`src/rtl/vlsu_mem_order_guard.sv`:
```
// VLSU memory-order guard: gates AR/AW issue on outstanding counts, store-page hazards and a drain/flush FSM.
// Optional perf counters under VLSU_ORDER_GUARD_PERF_EN.
module vlsu_mem_order_guard #(
    parameter int unsigned AxiAddrWidth = 64,
    parameter int unsigned MaxRdTxn     = 8,
    parameter int unsigned MaxWrTxn     = 4,
    parameter int unsigned PageBits     = 12
) (
    input  logic                    clk_i,
    input  logic                    rst_ni,
    input  logic [1:0]              mode_i,
    input  logic                    core_st_pending_i,
    input  logic [AxiAddrWidth-1:0] ar_addr_i,
    input  logic                    ar_valid_i,
    output logic                    ar_ready_o,
    output logic                    ar_valid_o,
    input  logic                    ar_ready_i,
    input  logic [AxiAddrWidth-1:0] aw_addr_i,
    input  logic                    aw_valid_i,
    output logic                    aw_ready_o,
    output logic                    aw_valid_o,
    input  logic                    aw_ready_i,
    input  logic                    r_valid_i,
    input  logic                    r_ready_i,
    input  logic                    r_last_i,
    input  logic                    b_valid_i,
    input  logic                    b_ready_i,
    input  logic                    flush_req_i,
    output logic                    flush_done_o,
    output logic                    store_pending_o,
    output logic                    load_pending_o,
    output logic                    err_o
`ifdef VLSU_ORDER_GUARD_PERF_EN
    ,
    output logic [31:0]             ar_hazard_stall_cnt_o,
    output logic [31:0]             aw_full_stall_cnt_o
`endif
);

    // state | meaning
    // RUN   | normal operation, AR/AW issue allowed subject to limits and hazards
    // DRAIN | no new AR/AW, waiting for all outstanding reads and writes to retire

    localparam int unsigned RdCntW = $clog2(MaxRdTxn + 1);
    localparam int unsigned WrCntW = $clog2(MaxWrTxn + 1);
    localparam int unsigned PtrW   = (MaxWrTxn > 1) ? $clog2(MaxWrTxn) : 1;
    localparam int unsigned PageW  = AxiAddrWidth - PageBits;

    localparam logic [RdCntW-1:0] RdMax   = RdCntW'(MaxRdTxn);
    localparam logic [WrCntW-1:0] WrMax   = WrCntW'(MaxWrTxn);
    localparam logic [PtrW-1:0]   PtrLast = PtrW'(MaxWrTxn - 1);

    typedef enum logic {
        RUN   = 1'b0,
        DRAIN = 1'b1
    } state_t;

    state_t state_q, state_d;

    logic [RdCntW-1:0]   rd_cnt;
    logic [WrCntW-1:0]   wr_cnt;
    logic [PtrW-1:0]     wr_ptr, rd_ptr;
    logic [PageW-1:0]    page_q [MaxWrTxn];
    logic [MaxWrTxn-1:0] page_vld;

    logic run, idle, flush_done_d;
    logic rd_not_full, wr_not_full;
    logic page_hit, hazard, ar_ok, aw_ok;
    logic ar_fire, aw_fire, r_done, b_done, pop;
    logic rd_err, wr_err;

    assign idle        = (rd_cnt == '0) && (wr_cnt == '0);
    assign rd_not_full = rd_cnt < RdMax;
    assign wr_not_full = wr_cnt < WrMax;

    // Compare uses registered entries only, so a store pushed this cycle is not yet visible.
    always_comb begin
        page_hit = 1'b0;
        for (int i = 0; i < int'(MaxWrTxn); i++) begin
            if (page_vld[i] && (page_q[i] == ar_addr_i[AxiAddrWidth-1:PageBits])) begin
                page_hit = 1'b1;
            end
        end
    end

    always_comb begin
        case (mode_i)
            2'd0:    hazard = 1'b0;
            2'd1:    hazard = core_st_pending_i | page_hit;
            default: hazard = core_st_pending_i | (wr_cnt != '0);
        endcase
    end

    assign ar_ok = run & rd_not_full & ~hazard;
    assign aw_ok = run & wr_not_full;

    assign ar_valid_o = ar_valid_i & ar_ok;
    assign ar_ready_o = ar_ready_i & ar_ok;
    assign aw_valid_o = aw_valid_i & aw_ok;
    assign aw_ready_o = aw_ready_i & aw_ok;

    assign ar_fire = ar_valid_i & ar_ready_i & ar_ok;
    assign aw_fire = aw_valid_i & aw_ready_i & aw_ok;
    assign r_done  = r_valid_i & r_ready_i & r_last_i;
    assign b_done  = b_valid_i & b_ready_i;
    assign pop     = b_done & ((wr_cnt != '0) | aw_fire);
    assign rd_err  = r_done & ~ar_fire & (rd_cnt == '0);
    assign wr_err  = b_done & ~aw_fire & (wr_cnt == '0);

    assign store_pending_o = (wr_cnt != '0);
    assign load_pending_o  = (rd_cnt != '0);

    always_ff @(posedge clk_i or negedge rst_ni) begin
        if (!rst_ni) begin
            state_q <= RUN;
        end else begin
            state_q <= state_d;
        end
    end

    always_comb begin
        state_d = state_q;
        case (state_q)
            RUN:     if (flush_req_i) state_d = DRAIN;
            DRAIN:   if (idle)        state_d = RUN;
            default: state_d = RUN;
        endcase
    end

    always_comb begin
        run          = (state_q == RUN);
        flush_done_d = (state_q == DRAIN) && idle;
    end

    always_ff @(posedge clk_i or negedge rst_ni) begin
        if (!rst_ni) begin
            rd_cnt       <= '0;
            wr_cnt       <= '0;
            err_o        <= 1'b0;
            flush_done_o <= 1'b0;
        end else begin
            flush_done_o <= flush_done_d;
            if (rd_err || wr_err) begin
                err_o <= 1'b1;
            end
            if (ar_fire && !r_done) begin
                rd_cnt <= rd_cnt + 1'b1;
            end else if (!ar_fire && r_done && (rd_cnt != '0)) begin
                rd_cnt <= rd_cnt - 1'b1;
            end
            if (aw_fire && !b_done) begin
                wr_cnt <= wr_cnt + 1'b1;
            end else if (!aw_fire && b_done && (wr_cnt != '0)) begin
                wr_cnt <= wr_cnt - 1'b1;
            end
        end
    end

    // Pop is applied after push so a same-slot push+pop on an empty FIFO leaves it empty.
    always_ff @(posedge clk_i or negedge rst_ni) begin
        if (!rst_ni) begin
            wr_ptr   <= '0;
            rd_ptr   <= '0;
            page_vld <= '0;
        end else begin
            if (aw_fire) begin
                page_vld[wr_ptr] <= 1'b1;
                wr_ptr           <= (wr_ptr == PtrLast) ? '0 : wr_ptr + 1'b1;
            end
            if (pop) begin
                page_vld[rd_ptr] <= 1'b0;
                rd_ptr           <= (rd_ptr == PtrLast) ? '0 : rd_ptr + 1'b1;
            end
        end
    end

    always_ff @(posedge clk_i) begin
        if (aw_fire) begin
            page_q[wr_ptr] <= aw_addr_i[AxiAddrWidth-1:PageBits];
        end
    end

`ifdef VLSU_ORDER_GUARD_PERF_EN
    logic ar_hazard_stall, aw_full_stall;

    assign ar_hazard_stall = ar_valid_i & run & hazard;
    assign aw_full_stall   = aw_valid_i & run & ~wr_not_full;

    always_ff @(posedge clk_i or negedge rst_ni) begin
        if (!rst_ni) begin
            ar_hazard_stall_cnt_o <= '0;
            aw_full_stall_cnt_o   <= '0;
        end else if (flush_done_o) begin
            ar_hazard_stall_cnt_o <= '0;
            aw_full_stall_cnt_o   <= '0;
        end else begin
            if (ar_hazard_stall && (ar_hazard_stall_cnt_o != '1)) begin
                ar_hazard_stall_cnt_o <= ar_hazard_stall_cnt_o + 1'b1;
            end
            if (aw_full_stall && (aw_full_stall_cnt_o != '1)) begin
                aw_full_stall_cnt_o <= aw_full_stall_cnt_o + 1'b1;
            end
        end
    end
`endif

endmodule

```
`config.mk`:
```
export PLATFORM = sky130hd
export DESIGN_NAME = vlsu_mem_order_guard
export DESIGN_NICKNAME = d
export VERILOG_FILES = /design/src/rtl/vlsu_mem_order_guard.sv
export SDC_FILE = /design/constraint.sdc
export NUM_CORES = 1
export LEC_CHECK = 0
export ABC_CLOCK_PERIOD_IN_PS = 3700
export BUFFER_PORTS_ARGS = -buffer_cell sky130_fd_sc_hd__buf_2
export CORE_ASPECT_RATIO = 0.6
export CORE_MARGIN = 2
export CORE_UTILIZATION = 30
export CTS_CLUSTER_SIZE = 16
export DETAILED_ROUTE_END_ITERATION = 8
export HOLD_SLACK_MARGIN = 0.02
export SLEW_MARGIN = 10
export SYNTH_ARGS = -nofsm -noshare
export SYNTH_HDL_FRONTEND = slang
export SYNTH_SLANG_ARGS = --single-unit
```
`constraint.sdc`:
```
create_clock -name clk_i -period 3.7 [get_ports clk_i]
set_clock_uncertainty 0.2 [all_clocks]
set_input_delay 0.185 -clock clk_i [delete_from_list [all_inputs] [get_ports clk_i]]
set_output_delay 0.185 -clock clk_i [all_outputs]
set_load 0.05 [all_outputs]
```
* After elaboration in Yosys (flattened, before gate mapping) *
Memory sizes are Yosys's and may differ from the RTL's.
Index checks and enable logic that the tools add are counted.

storage, ports and cells
  register bits after elaboration = 18
  RAM bits = 208
  bits of input ports = 143
  output and inout port bits = 8
  logic and storage cells = 105
  memories = 1

memory list
  memory  depth  width  rd ports  clocked after memory_dff  write ports  line  source
  page_q  4      52     4         0                         1            63    logic [PageW-1:0] page_q [MaxWrTxn];

operators by class
  add/sub/neg operators = 6
  magnitude comparators = 6
  eq/ne operators = 7
  muxes and demuxes = 22
  bitwise logic cells = 29
  reductions and logical operators = 26

operator list
  cell                   count
  $eq A52 B52 Y1         4
  $and A1 B1 Y1          19
  $mux W4                4
  $logic_and A1 B1 Y1    14
  $mux W1                10
  $lt A2 B3 Y1 const B   2
  $mux W3                2
  $add A2 B1 Y2 const B  2
  $add A4 B1 Y4 const B  1
  $and A4 B4 Y4          1
  $demux W1 S2           2
  $eq A2 B2 Y1 const B   2
  $ge A2 B1 Y1 const B   2
  $logic_not A1 Y1       4
  $logic_not A4 Y1       1
  $lt A4 B4 Y1 const B   1
  $mux W2                2
  $not A1 Y1             4
  $not A4 Y4             1
  $or A4 B4 Y4           1
  $pmux W1 S2            2
  $reduce_bool A2 Y1     2
  $reduce_bool A4 Y1     1
  $sub A4 B1 Y4 const B  1
  other kinds (9)        11

* Longest topological paths before layout *
  word-level depth = 16
  mapped depth = 14

* Worst setup path before layout *
Ideal clock, no wire load.

  path kind = register to register
  start point = reg wr_cnt[1]
  end point = reg rd_cnt[2]
  setup time = 0.124 ns
  arrival = 3.294 ns
  setup slack = 0.083 ns
  cell stages (with the launch flop) = 12
  period minus slack after synthesis = 3.617 ns
  cells stage by stage = dfrtp_1 nor3_2 inv_1 a21oi_1 nor2_1 nor3_1 and3_1 nand3_1 fa_1 xor2_1 and3_1 a211o_1

between the ends
  longest elaborated chain between the ends = 10

RTL lines
  element                           line  source
  from (decl)                       61    logic [WrCntW-1:0] wr_cnt;
  from (signal assigned)            152   wr_cnt <= wr_cnt + 1'b1;
  from (signal assigned)            154   wr_cnt <= wr_cnt - 1'b1;
  $reduce_bool A3 Y1 (*)            n/a
  net store_pending_o               30    output logic store_pending_o,
  $or A1 B1 Y1 (*)                  90    default: hazard = core_st_pending_i | (wr_cnt != '0);
  $pmux W1 S2 (*)                   87    case (mode_i)
  $not A1 Y1 (*)                    94    assign ar_ok = run & rd_not_full & ~hazard;
  $and A1 B1 Y1 (*)                 94
  $and A1 B1 Y1 (*)                 102   assign ar_fire = ar_valid_i & ar_ready_i & ar_ok;
  $logic_not A1 Y1                  148   end else if (!ar_fire && r_done && (rd_cnt != '0)) begin
  $logic_and A1 B1 Y1 (2 in a row)  148
  $reduce_bool A2 Y1 (no line)      n/a
  to (signal assigned)              147   rd_cnt <= rd_cnt + 1'b1;
  to (signal assigned)              149   rd_cnt <= rd_cnt - 1'b1;
  to (decl)                         60    logic [RdCntW-1:0] rd_cnt;

The timed path passes the listed nets; every way through them passes the cells marked *.
A chain may end at the register's enable or synchronous reset.

==> flow_summary.json <==
{
  "fmax_ghz": 0.282,
  "pin_count": 151,
  "setup_viol": 0,
  "synth-edff-count": 208,
  "slew_headroom_pct": 42.2,
  "areaGrowthSynthToFinish_pct": 26.7,
  "yosysSeqAreaShare_pct": 67.8,
  "place.gp.congestion": 0.824,
  "numPortBuffers": 126,
  "start_util_pct": 30.5,
  "grt_max_degree": 54,
  "crit_fanout": 3,
  "clk_pin_slew_ns": 0.07,
  "ys_seq_elements": 226,
  "rows": 51,
  "cts_max_level": 1,
  "cp_data_arrival_time_ns": 3.76,
  "cp_top_family": "simple AND/OR/NAND/NOR gates",
  "vdd_ir_drop_max_mv": 0.247,
  "dp_hpwl_mm": 20.1,
  "ctsLongestPathBuffers": 3,
  "finalCritPeriodShare_pct": 95.7,
  "grt_pass1_vias": 5923,
  "cts_buffers": 23,
  "required_ns": 3.91,
  "vias_per_cell": 4.67,
  "synth_top_cell_by_area": "edfxtp_1",
  "synth_warnings": 0,
  "vias": 6076,
  "drv_cap": 0,
  "synth_top_family_by_area": "XOR/XNOR gates",
  "hold_viol": 0,
  "cts_tree": "built",
  "hold_path_class": "primary input to flop",
  "maxSlewViolCount": 0,
  "p_leak_nw": 4.43,
  "power-per-cell-area_nw_per_um2": 495,
  "cts.sinks": 226,
  "fill_cells": 3099,
  "multi_input_area_um2": 2990,
  "cts_setup_buffers": 0,
  "synth_flop_cell": "edfxtp_1",
  "core-area_um2": 32400,
  "antenna_found_initial": 2,
  "final.setup.tns_ns": 0,
  "first_pass_iters": 5,
  "rsz0062_at_grt": "no",
  "outcome": "completed",
  "design_area_um2": 12500,
  "routed_wl_mm": 27.7,
  "synth.avg_cell_area_um2": 15.5,
  "placed_area_um2": 11100,
  "track_usage_pct": 15.9,
  "synthesis.nets": 793,
  "path_cells": "xnor2_1 -> nand4_1 -> nor4_1 -> nand4_1 -> nor4_4 -> o41ai_4 -> and3_1 -> nand3_1 -> ha_1 -> a21o_1 -> a21o_1 -> o21ai_0 -> o311ai_1",
  "grt_pass1_wl_mm": 38.9,
  "netlist_top_cells_count": "edfxtp_1, xnor2_1, xor2_1",
  "synth_top_area_share_pct": 63.2,
  "die-area_um2": 34400,
  "die_width_um": 238,
  "synth_cells": 638,
  "total_power_mw": 6.19,
  "critPathKind": "flop to flop",
  "num-nets-final": 1013,
  "post_drt_wl_per_cell_um": 21.3,
  "async_flop_share_pct": 7.96,
  "clock_latency_ns": 0.54,
  "synth-xor-area-share_pct": 17.0,
  "cpPeakStageDelay_ns": 0.40,
  "startpoint_type": "flop",
  "crit_slowest_cell": "xnor2_1",
  "critical_path_buf_inv_count": 0,
  "ys_top_cells_by_area": "edfxtp_1, xnor2_1, xor2_1, dfrtp_1, nand4_1",
  "synth_area_um2": 9880,
  "drt_iter0_drc": 575,
  "yosysUniqueCellTypes": 50,
  "antenna_left": 0,
  "ctsRootBufferMaster": "clkbuf_16",
  "synthAdderAreaFrac_pct": 1.67,
  "cp-end-kind": "flop",
  "yosysMostFrequentCell": "edfxtp_1",
  "die_y_um": 145,
  "regArea_um2": 6700,
  "min_period_ns": 3.54,
  "synthMuxAreaShare_pct": 0.215,
  "grt-ovfl-total": 0,
  "layout-drive-gt1-share_pct": 22.6,
  "worst_pin_slew_ns": 0.865,
  "synth_compound_area_share_pct": 3.69,
  "drcViolationCount": 0,
  "synthSimpleGateAreaFrac_pct": 7.48
}
-- what timing repair did --
item / in CTS / in global routing
hold endpoints to repair: 235 / 0
hold buffers: 69 / 0
resized for setup: 0 / 2
setup endpoints to repair: 0 / 3
-- stage by stage --
stage,util [%],hold WS (ns),instances,setup slack [ns]
CTS,38.6,0.0245,1299,0.205
finish,38.6,0.0487,1301,0.158
floorplan,-,-0.311,638,0.0826
detailed placement,34.1,-0.0516,1188,0.169
global placement,34.1,-0.0450,1188,0.245
global route,38.6,0.0862,1300,0.0314
-- worst paths after layout --
path                                    endpoint  slack (ns)               startpoint  cells after the start
min in group asynchronous  rd_cnt[3]$_DFFE_PN0P_        0.61                   rst_ni                      3
hold / removal             wr_cnt[2]$_DFFE_PN0P_        0.05                b_valid_i                      5
setup / recovery           rd_cnt[3]$_DFFE_PN0P_        0.16  page_q[2][14]$_DFFE_PP_                     13
setup reg to reg           rd_cnt[3]$_DFFE_PN0P_        0.16  page_q[2][14]$_DFFE_PP_                     13
max in group asynchronous  page_vld[2]$_DFF_PN0_        2.12                   rst_ni                      3
hold reg to reg            wr_cnt[2]$_DFFE_PN0P_        0.32    wr_cnt[2]$_DFFE_PN0P_                      1
-- power breakdown --
part	internal, mW	total [mW]	switching (mW)
logic	0.350	0.822	0.472
registers	2.90	3.00	0.101
clock network	1.36	2.37	1.00
-- cell type report --
cell class                      count  share of cell area (%)
Clock buffer                       31                    4.84
Inverter                           27                   0.810
Sequential cell                   226                    53.5
Clock inverter                     11                    1.09
Antenna cell                        2                  0.0400
Timing Repair Buffer              211                    11.6
Tap cell                          424                    4.24
Multi-Input combinational cell    369                    23.9
-- logic make-up (layout without fill, tap and decap cells) --
| family | Yosys count | after routing |
|---|---|---|
| and+or+nand+nor | 120 | 120 |
| DFF | 226 | 226 |
| xor gates and xnor gates | 189 | 189 |
| other | 0 | 2 |
| buffers and inverters | 43 | 280 |
| adders and majority gates | 12 | 12 |
| muxes | 2 | 2 |
| AOI/OAI and AO/OA | 46 | 46 |
-- placed cells by master, fill, tap and decap left out, types with 4 or more instances in the layout --
cell	netlist	routed
edfxtp_1	208	208
buf_2	7	126
xnor2_1	117	117
xor2_1	69	69
dlygate4sd3_1	0	69
nand4_1	35	35
clkbuf_16	0	23
inv_1	21	21
nor4_1	23	21
dfrtp_1	18	18
nor2_1	16	16
buf_4	0	15
nand2_1	13	13
ha_1	10	10
o21ai_0	8	8
clkbuf_1	3	8
and3_1	11	7
a21oi_1	5	5
nor3_1	5	5
inv_2	5	5
nand3_1	5	5
and3_2	0	4
a2bb2oi_1	4	4
o221ai_1	4	4
a22o_1	4	4
o22ai_1	4	4
clkinv_1	1	4
-- flip-flops by register name, indices dropped and copies added, names as in the netlist, 2 cells and up --
signal / count
rd_ptr: 2
wr_ptr: 2
wr_cnt: 3
rd_cnt: 4
page_q: 208
page_vld: 4
-- per-layer routing --
| metal | part of all wire [%] | GRT usage (%) | up-vias |
|---|---|---|---|
| li1 | - | - | 2803 |
| met4 | 1.6 | 3.03 | 2 |
| met1 | 48 | 24.2 | 3011 |
| met2 | 40 | 21.9 | 227 |
| met3 | 9.5 | 5.04 | 33 |
| met5 | 0.058 | 0 | - |
-- worst min-delay path, delay by kind of cell --
kind	cells	cell delay, ns
buf+inv	1	0.09
compound gates	1	0.17
xor+xnor	1	0.08
simple gates	2	0.19
(Power assumes the default switching activity.)
